`src/rtl/pe_acc_requant_drain.sv`:
```
// Captures one column of PE accumulators and drains them one per cycle through a
// two-stage requantization pipeline (multiply, then round/ReLU/zero-point/saturate).
module pe_acc_requant_drain #(
    parameter int unsigned N    = 4,
    parameter int unsigned ACCW = 32,
    parameter int unsigned MW   = 16,
    parameter int unsigned OW   = 8
) (
    input  logic                   clk,
    input  logic                   rst,
    input  logic [MW-1:0]          cfg_mult,
    input  logic [5:0]             cfg_shift,
    input  logic [OW-1:0]          cfg_zp,
    input  logic                   cfg_relu,
    input  logic                   cap_valid,
    output logic                   cap_ready,
    input  logic [N*ACCW-1:0]      cap_data,
    output logic                   out_valid,
    input  logic                   out_ready,
    output logic [OW-1:0]          out_data,
    output logic [$clog2(N)-1:0]   out_idx,
    output logic                   out_last,
    output logic                   busy
);

    localparam int unsigned IW    = $clog2(N);
    localparam int unsigned PW    = ACCW + MW;
    localparam int unsigned EW    = PW + 1;
    localparam int unsigned MaxSh = PW - 2;

    typedef enum logic [0:0] {StIdle, StDrain} state_e;

    state_e                 state_q, state_d;
    logic [IW-1:0]          idx_q, idx_d;
    logic signed [ACCW-1:0] acc_q [N];
    logic signed [MW-1:0]   mult_q;
    logic [5:0]             shift_q;
    logic signed [OW-1:0]   zp_q;
    logic                   relu_q;

    logic signed [PW-1:0]   s1_q, s1_d;
    logic                   s1_valid_q, s1_valid_d;
    logic [IW-1:0]          s1_idx_q, s1_idx_d;
    logic                   s1_last_q, s1_last_d;

    logic                   out_valid_q;
    logic [OW-1:0]          out_data_q;
    logic [IW-1:0]          out_idx_q;
    logic                   out_last_q;

    logic                   advance;
    logic                   cap_fire;
    logic signed [PW-1:0]   a_ext, m_ext, prod;

    logic [5:0]             sh;
    logic signed [EW-1:0]   p_ext, rnd, r, v;
    logic                   fits;
    logic [OW-1:0]          sat;

    assign advance   = !out_valid_q || out_ready;
    assign cap_ready = (state_q == StIdle);
    assign cap_fire  = cap_valid && cap_ready;
    assign busy      = (state_q == StDrain) || s1_valid_q || out_valid_q;

    assign out_valid = out_valid_q;
    assign out_data  = out_data_q;
    assign out_idx   = out_idx_q;
    assign out_last  = out_last_q;

    // Stage 1 operand: operands sign-extended to full product width
    always_comb begin
        a_ext = PW'(acc_q[idx_q]);
        m_ext = PW'(mult_q);
        prod  = a_ext * m_ext;
    end

    always_comb begin
        state_d    = state_q;
        idx_d      = idx_q;
        s1_d       = s1_q;
        s1_valid_d = s1_valid_q;
        s1_idx_d   = s1_idx_q;
        s1_last_d  = s1_last_q;
        unique case (state_q)
            StIdle: begin
                if (advance) begin
                    s1_valid_d = 1'b0;
                end
                if (cap_fire) begin
                    state_d = StDrain;
                    idx_d   = '0;
                end
            end
            StDrain: begin
                if (advance) begin
                    s1_d       = prod;
                    s1_valid_d = 1'b1;
                    s1_idx_d   = idx_q;
                    s1_last_d  = (idx_q == IW'(N - 1));
                    if (idx_q == IW'(N - 1)) begin
                        state_d = StIdle;
                        idx_d   = '0;
                    end else begin
                        idx_d = idx_q + IW'(1);
                    end
                end
            end
            default: state_d = StIdle;
        endcase
    end

    // Stage 2: one extra bit of headroom so the rounding add cannot overflow
    always_comb begin
        sh    = (shift_q > 6'(MaxSh)) ? 6'(MaxSh) : shift_q;
        p_ext = {s1_q[PW-1], s1_q};
        rnd   = (sh != 6'd0) ? (EW'(1) << (sh - 6'd1)) : '0;
        r     = (p_ext + rnd) >>> sh;
        if (relu_q && r[EW-1]) begin
            r = '0;
        end
        v    = r + {{(EW - OW){zp_q[OW-1]}}, zp_q};
        fits = (&v[EW-1:OW-1]) || !(|v[EW-1:OW-1]);
        if (fits) begin
            sat = v[OW-1:0];
        end else if (v[EW-1]) begin
            sat = {1'b1, {(OW - 1){1'b0}}};
        end else begin
            sat = {1'b0, {(OW - 1){1'b1}}};
        end
    end

    always_ff @(posedge clk) begin
        if (rst) begin
            state_q     <= StIdle;
            idx_q       <= '0;
            s1_q        <= '0;
            s1_valid_q  <= 1'b0;
            s1_idx_q    <= '0;
            s1_last_q   <= 1'b0;
            out_valid_q <= 1'b0;
            out_data_q  <= '0;
            out_idx_q   <= '0;
            out_last_q  <= 1'b0;
            mult_q      <= '0;
            shift_q     <= '0;
            zp_q        <= '0;
            relu_q      <= 1'b0;
        end else begin
            state_q    <= state_d;
            idx_q      <= idx_d;
            s1_q       <= s1_d;
            s1_valid_q <= s1_valid_d;
            s1_idx_q   <= s1_idx_d;
            s1_last_q  <= s1_last_d;
            if (advance) begin
                out_valid_q <= s1_valid_q;
                out_data_q  <= sat;
                out_idx_q   <= s1_idx_q;
                out_last_q  <= s1_valid_q && s1_last_q;
            end
            if (cap_fire) begin
                mult_q  <= cfg_mult;
                shift_q <= cfg_shift;
                zp_q    <= cfg_zp;
                relu_q  <= cfg_relu;
            end
        end
    end

    // Accumulator snapshot needs no reset: it is only read after a capture
    always_ff @(posedge clk) begin
        if (cap_fire && !rst) begin
            for (int i = 0; i < int'(N); i++) begin
                acc_q[i] <= cap_data[i*ACCW +: ACCW];
            end
        end
    end

endmodule
```
`config.mk`:
```
export PLATFORM = sky130hd
export DESIGN_NAME = pe_acc_requant_drain
export DESIGN_NICKNAME = d
export VERILOG_FILES = /design/src/rtl/pe_acc_requant_drain.sv
export SDC_FILE = /design/constraint.sdc
export NUM_CORES = 2
export LEC_CHECK = 0
export ABC_AREA = 0
export ABC_CLOCK_PERIOD_IN_PS = 10900
export BUFFER_PORTS_ARGS = -buffer_cell sky130_fd_sc_hd__buf_4
export CORE_MARGIN = 5
export CORE_UTILIZATION = 45
export DETAILED_ROUTE_END_ITERATION = 8
export PLACE_DENSITY = 0.62
export SLEW_MARGIN = 10
export SYNTH_ARGS = -nofsm -noshare
export SYNTH_HDL_FRONTEND = slang
export SYNTH_SLANG_ARGS = --single-unit
```
`constraint.sdc`:
```
create_clock -name clk -period 10.9 [get_ports clk]
set_input_delay 2.18 -clock clk [delete_from_list [all_inputs] [get_ports clk]]
set_output_delay 2.18 -clock clk [all_outputs]
set_load 0.01 [all_outputs]
```
Word level (Yosys, flattened, before mapping)
Memory sizes are Yosys's and may differ from the RTL's. A register that Yosys moved wholly into a read port is not among the register bits. Index checks and enable logic that the tools add are counted.

Flip-flop bits (word level): 98. Latch bits: 0. RAM bits: 128. Bits in read-only memories: 0. Output and inout bits: 14. Logic and storage cells: 65. Memories: 1.

$add $sub $neg: 4. Multiply operators: 1. Divide/modulo/power cells: 0. $lt $le $gt $ge: 1. Eq/ne operators: 4. Shift operators: 2. Mux-type cells: 20. Bitwise operators: 1. Reductions and logical operators: 17.

Memory list: acc_q (words 4, bits a word 32, read ports 1, clocked after Yosys merged registers in 1, write ports 4, line 35) `logic signed [ACCW-1:0] acc_q [N];`.

Operators with widths (count): $mux 49 (2); $add 48x49->49 (1); $add 49x49->49 (1); $shl 1x6->49 const A (1); $sshr 49x6->49 (1); $mul 32x16->48 (1); $reduce_and 42->1 (1); $reduce_or 42->1 (1); $mux 8 (2); $mux 2 (5); $mux 1 (7); $gt 6x6->1 const B (1); $mux 6 (1); $ne 2x1->1 const B (3); $reduce_and 2->1 (3); $reduce_bool 6->1 (1); $sub 6x1->6 const B (1); $logic_and 1x1->1 (4); $logic_or 1x1->1 (4); $pmux 1 s2 (2); $pmux 2 s2 (1); $logic_not 1->1 (3); $add 2x1->2 const B (1); $eq 2x2->1 const B (1); $not 1->1 (1).

Depth between registers and ports, before layout
Depth in word-level cells: 14. Gate-level depth with buffers: 37. Mapped depth without buffers: 32.

Worst setup path before layout
No wires, ideal clock.

Kind: input to register. From: input rst. To: memory acc_q[0][0] (enable). Setup time: 617 ps. Arrival: 8095 ps. Required time: 10283 ps. Setup slack: 2188 ps. Stages: 4. Path through: clkbuf_1 clkbuf_1 clkbuf_1 nor2_1.

RTL lines: start: declaration (line 10) `input logic rst,`; end: declaration (line 35).

Worst setup path in the final report
From: register shift_q[2]. To: register out_data_q[3], in the netlist out_data[3].

Cells in the longest elaborated chain, start to end: 14. Elaborated cells on any way between the ends: 17. Classes of those cells: add/sub: 3; order compare: 1; shift: 2; mux: 5; reduce/logical: 6.

Ends and longest elaborated chain: start: declaration (line 37) `logic [5:0] shift_q;`; start signal: assignment (line 163) `shift_q <= cfg_shift;`; $gt 6x6->1 (line 114) `sh = (shift_q > 6'(MaxSh)) ? 6'(MaxSh) : shift_q;`; $mux 6 (*) (line 114); $sub 6x1->6 (line 116) `rnd = (sh != 6'd0) ? (EW'(1) << (sh - 6'd1)) : '0;`; $shl 1x6->49 (line 116); $mux 49 (line 116); $add 48x49->49 (line 117) `r = (p_ext + rnd) >>> sh;`; $sshr 49x6->49 (*) (line 117); $logic_and 1x1->1 (line 118) `if (relu_q && r[EW-1]) begin`; $mux 49 (*) (line 118); $add 49x49->49 (*) (line 121) `v = r + {{(EW - OW){zp_q[OW-1]}}, zp_q};`; $reduce_or 42->1 (line 122) `fits = (&v[EW-1:OW-1]) || !(|v[EW-1:OW-1]);`; $logic_not 1->1 (line 122); $logic_or 1x1->1 (line 122); $mux 8 (*) (line 123) `if (fits) begin`; end signal: assignment (line 157) `out_data_q <= sat;`; end: declaration (line 47) `logic [OW-1:0] out_data_q;`.

Every way passes the cells marked *; elsewhere a longest branch is shown, timed or not. A chain may end at the register's enable or synchronous reset.

==> flow_metrics.env <==
export IMPL_status="completed"
export IMPL_dp_slack_ns=1.42
export IMPL_rr_worst_depth=28
export IMPL_r2r_start="shift_q[2]"
export IMPL_clock_power_share_pct=15.1
export IMPL_cp_required_ns=11.33
export IMPL_p_int_uw=3230
export IMPL_ff2ff_setup_slack_ns=1.22
export IMPL_r2r_end="out_data[3]"
export IMPL_io_pins=177
export IMPL_antenna_found_initial=2
export IMPL_pwr_share_seq_pct=17.5
export IMPL_initial_core_util_pct=45.3
export IMPL_slew_headroom_pct=19.4
export IMPL_yosys_register_bits=228
export IMPL_skew_ns=0.0307
export IMPL_clock_path_buffers=3
export IMPL_port_buffers=176
export IMPL_post_drt_wl_per_cell_um=20.2
export IMPL_setup_viol=0
export IMPL_ys_seq_area_share_pct=16.3
export IMPL_wl_um=105000
export IMPL_p_sw_uw=2980
export IMPL_cts_setup_buffers=0
export IMPL_setup_worst_path_end_class="register"
export IMPL_ctsHtreeMaxLevel=1
export IMPL_remaining_drc_errors=0
export IMPL_max_vdd_ir_drop_uv=145
export IMPL_fin_crit_ns=9.68
export IMPL_critical_path_endpoint="out_data[3]"
export IMPL_cpMaxStageDelayCell="dfxtp_1"
export IMPL_hold_class="register to register"
export IMPL_cts_buffers=26
export IMPL_fmax_mhz=103
export IMPL_viasPerCell=5.70
export IMPL_layout_worst_path_cycle_share_pct=88.8
export IMPL_crit_path_max_incr_delay_ns=0.80
export IMPL_cap_violations=0
export IMPL_startpoint="shift_q[2]"
export IMPL_placementRows=103
export IMPL_yosysWarnings=0
export IMPL_cts_sinks=228
export IMPL_syn_area_mm2=0.0358
export IMPL_path_clk_slew_ns=0.08
export IMPL_gr_total_overflow=0
export IMPL_cp_max_fo=19
export IMPL_fin_nets=4992
export IMPL_crit_arrival_ns=10.11
export IMPL_hold_viol_final=0
export IMPL_dieArea_mm2=0.0853
export IMPL_p_per_area_mw_per_mm2=160
export IMPL_dp_hpwl_um=82800
export IMPL_synth_cells=4106
export IMPL_worst_slew_pin_slew_ns=1.21
export IMPL_final_antenna_net_count=0
export IMPL_startpoint_type="register"
export IMPL_num_vias=29700
export IMPL_cts_root_buf="clkbuf_16"
export IMPL_grt_max_degree=84
export IMPL_synth_edff_count=128
export IMPL_crit_path_frequent_cell="a21oi_1"
export IMPL_drt_pre_antenna_iters=6
export IMPL_ys_async_sr_fraction_pct=0
export IMPL_cts_hold_buf=0
export IMPL_rsz0062_at_grt="no"
export IMPL_drv_slew=0
export IMPL_clk_insertion_delay_late_ns=0.57
export IMPL_fp_dieH_um=292
export IMPL_tns_ns=0
export IMPL_synth_ff_type="edfxtp_1"
export IMPL_avgSynthCellArea_um2=8.72
export IMPL_pwr_share_comb_pct=67.4
export IMPL_hold_start="s1_q[39]"
export IMPL_place_congestion=0.973
export IMPL_synth_cell_types=97
export IMPL_crit_type="register to register"
export IMPL_switching_share_pct=48.0
export IMPL_cts_tree="built"
export IMPL_grt_pass1_wl_um=168000
export IMPL_drive_gt1_share_pct=9.50
export IMPL_setup_slack_ns=1.22
export IMPL_p_leak_uw=0.0163
export IMPL_core_area_mm2=0.0790
export IMPL_grt_pass1_vias=30200
export IMPL_area_growth_pct=8.58
export IMPL_cts_resized=0
export IMPL_grtUsageTotal_pct=24.2
export IMPL_drt_initial_drc_count=2310
export IMPL_die_w_um=292
## power by group through the flow
stage | clock network (uW) | registers (uW) | logic, uW
2_1_floorplan | 0 | 1090 | 3090
3_3_place_gp | 0 | 1110 | 4120
3_5_place_dp | 0 | 1110 | 4130
4_1_cts | 968 | 1090 | 4150
5_1_grt | 996 | 1100 | 4690
6_report | 939 | 1090 | 4190
## layout by cell type, fill, tap and decap left out, types with 48 or more instances in the layout
cell type	instances
a21oi_1	253
a21o_1	73
mux2i_1	60
nand2b_1	53
a211oi_1	56
fa_1	488
nand2_1	593
dfxtp_1	97
nand3_1	51
nor2_1	209
o211ai_1	48
o21ai_0	100
inv_1	521
and2_1	217
buf_4	224
edfxtp_1	128
nor3_1	62
ha_1	211
xnor2_1	72
## sequential cells by signal (all words and copies together), names as in the netlist, 2 cells and up, named ones only
register / count
acc_q: 128
idx_q: 2
mult_q: 16
out_data: 8
out_idx: 2
s1_idx_q: 2
s1_q: 48
shift_q: 6
zp_q: 8
## synthesized netlist by cell type (all sizes together), types with 75 or more instances
cell / number / share of area [%]
a21o: 75 / 1.6
nor2: 211 / 2.2
a21oi: 257 / 3.6
dfxtp: 100 / 5.6
fa: 488 / 27
o21ai: 110 / 1.5
and2: 218 / 3.8
nand2: 596 / 6.3
edfxtp: 128 / 11
inv: 521 / 5.5
clkbuf: 198 / 2.1
ha: 211 / 7.4
## cell families (layout without fill, tap and decap cells)
logic type | after synthesis | in the layout | share of synthesized area [%]
multiplexers | 121 | 121 | 4.79
AND/OR/NAND/NOR | 1379 | 1379 | 18.4
adder cells (fa/ha/maj) | 699 | 699 | 34.6
AO/OA/AOI/OAI | 809 | 809 | 14.9
buffers and inverters | 750 | 791 | 7.98
XOR/XNOR | 119 | 119 | 2.95
flip-flops | 228 | 228 | 16.3
other | 1 | 3 | 0.0105
## through the flow
step	utilization, %	power [uW]	cell area, um^2	hold slack [ns]	std cells
2_1_floorplan	-	4180	35800	0.436	4107
3_3_place_gp	48.1	5230	38000	0.447	5152
3_5_place_dp	48.1	5240	38000	0.450	5152
4_1_cts	49.2	6210	38900	0.459	5198
5_1_grt	49.2	6790	38900	0.478	5198
6_report	49.2	6210	38900	0.458	5199
## how the worst min path moves through the flow
stage | end | cells after the start
after floorplan | s1_last_q | 2
after global placement | s1_q[38] | 2
after detailed placement | s1_q[39] | 2
after CTS | s1_q[39] | 2
after global routing | s1_q[43] | 2
final | s1_q[39] | 2
## routing by layer
| metal | wire (um) | GRT usage (%) | part of all wire (%) |
|---|---|---|---|
| met5 | 0 | 0 | 0 |
| met1 | 46400 | 33.3 | 44 |
| met2 | 48700 | 40.1 | 46 |
| met4 | 3840 | 7.50 | 3.7 |
| met3 | 6060 | 3.16 | 5.8 |
## worst max-delay path, delay by kind of cell, from the launching register on
family          cells  cell delay (ns)
fa+ha+maj           2             0.82
xor+xnor            1             0.21
mux                 2             0.71
flops               1             0.80
simple gates        7             2.17
compound gates     16             4.79
## cell type report
class                           instances  area, um^2
Sequential cell                       228        5850
Clock inverter                         13         184
Multi-Input combinational cell       3129       27200
Clock buffer                           33         718
Fill cell                            7611       40100
Tap cell                             1050        1310
Inverter                              521        1960
Timing Repair Buffer                  224        1680
Antenna cell                            1        2.50
(Power assumes the default switching activity.)
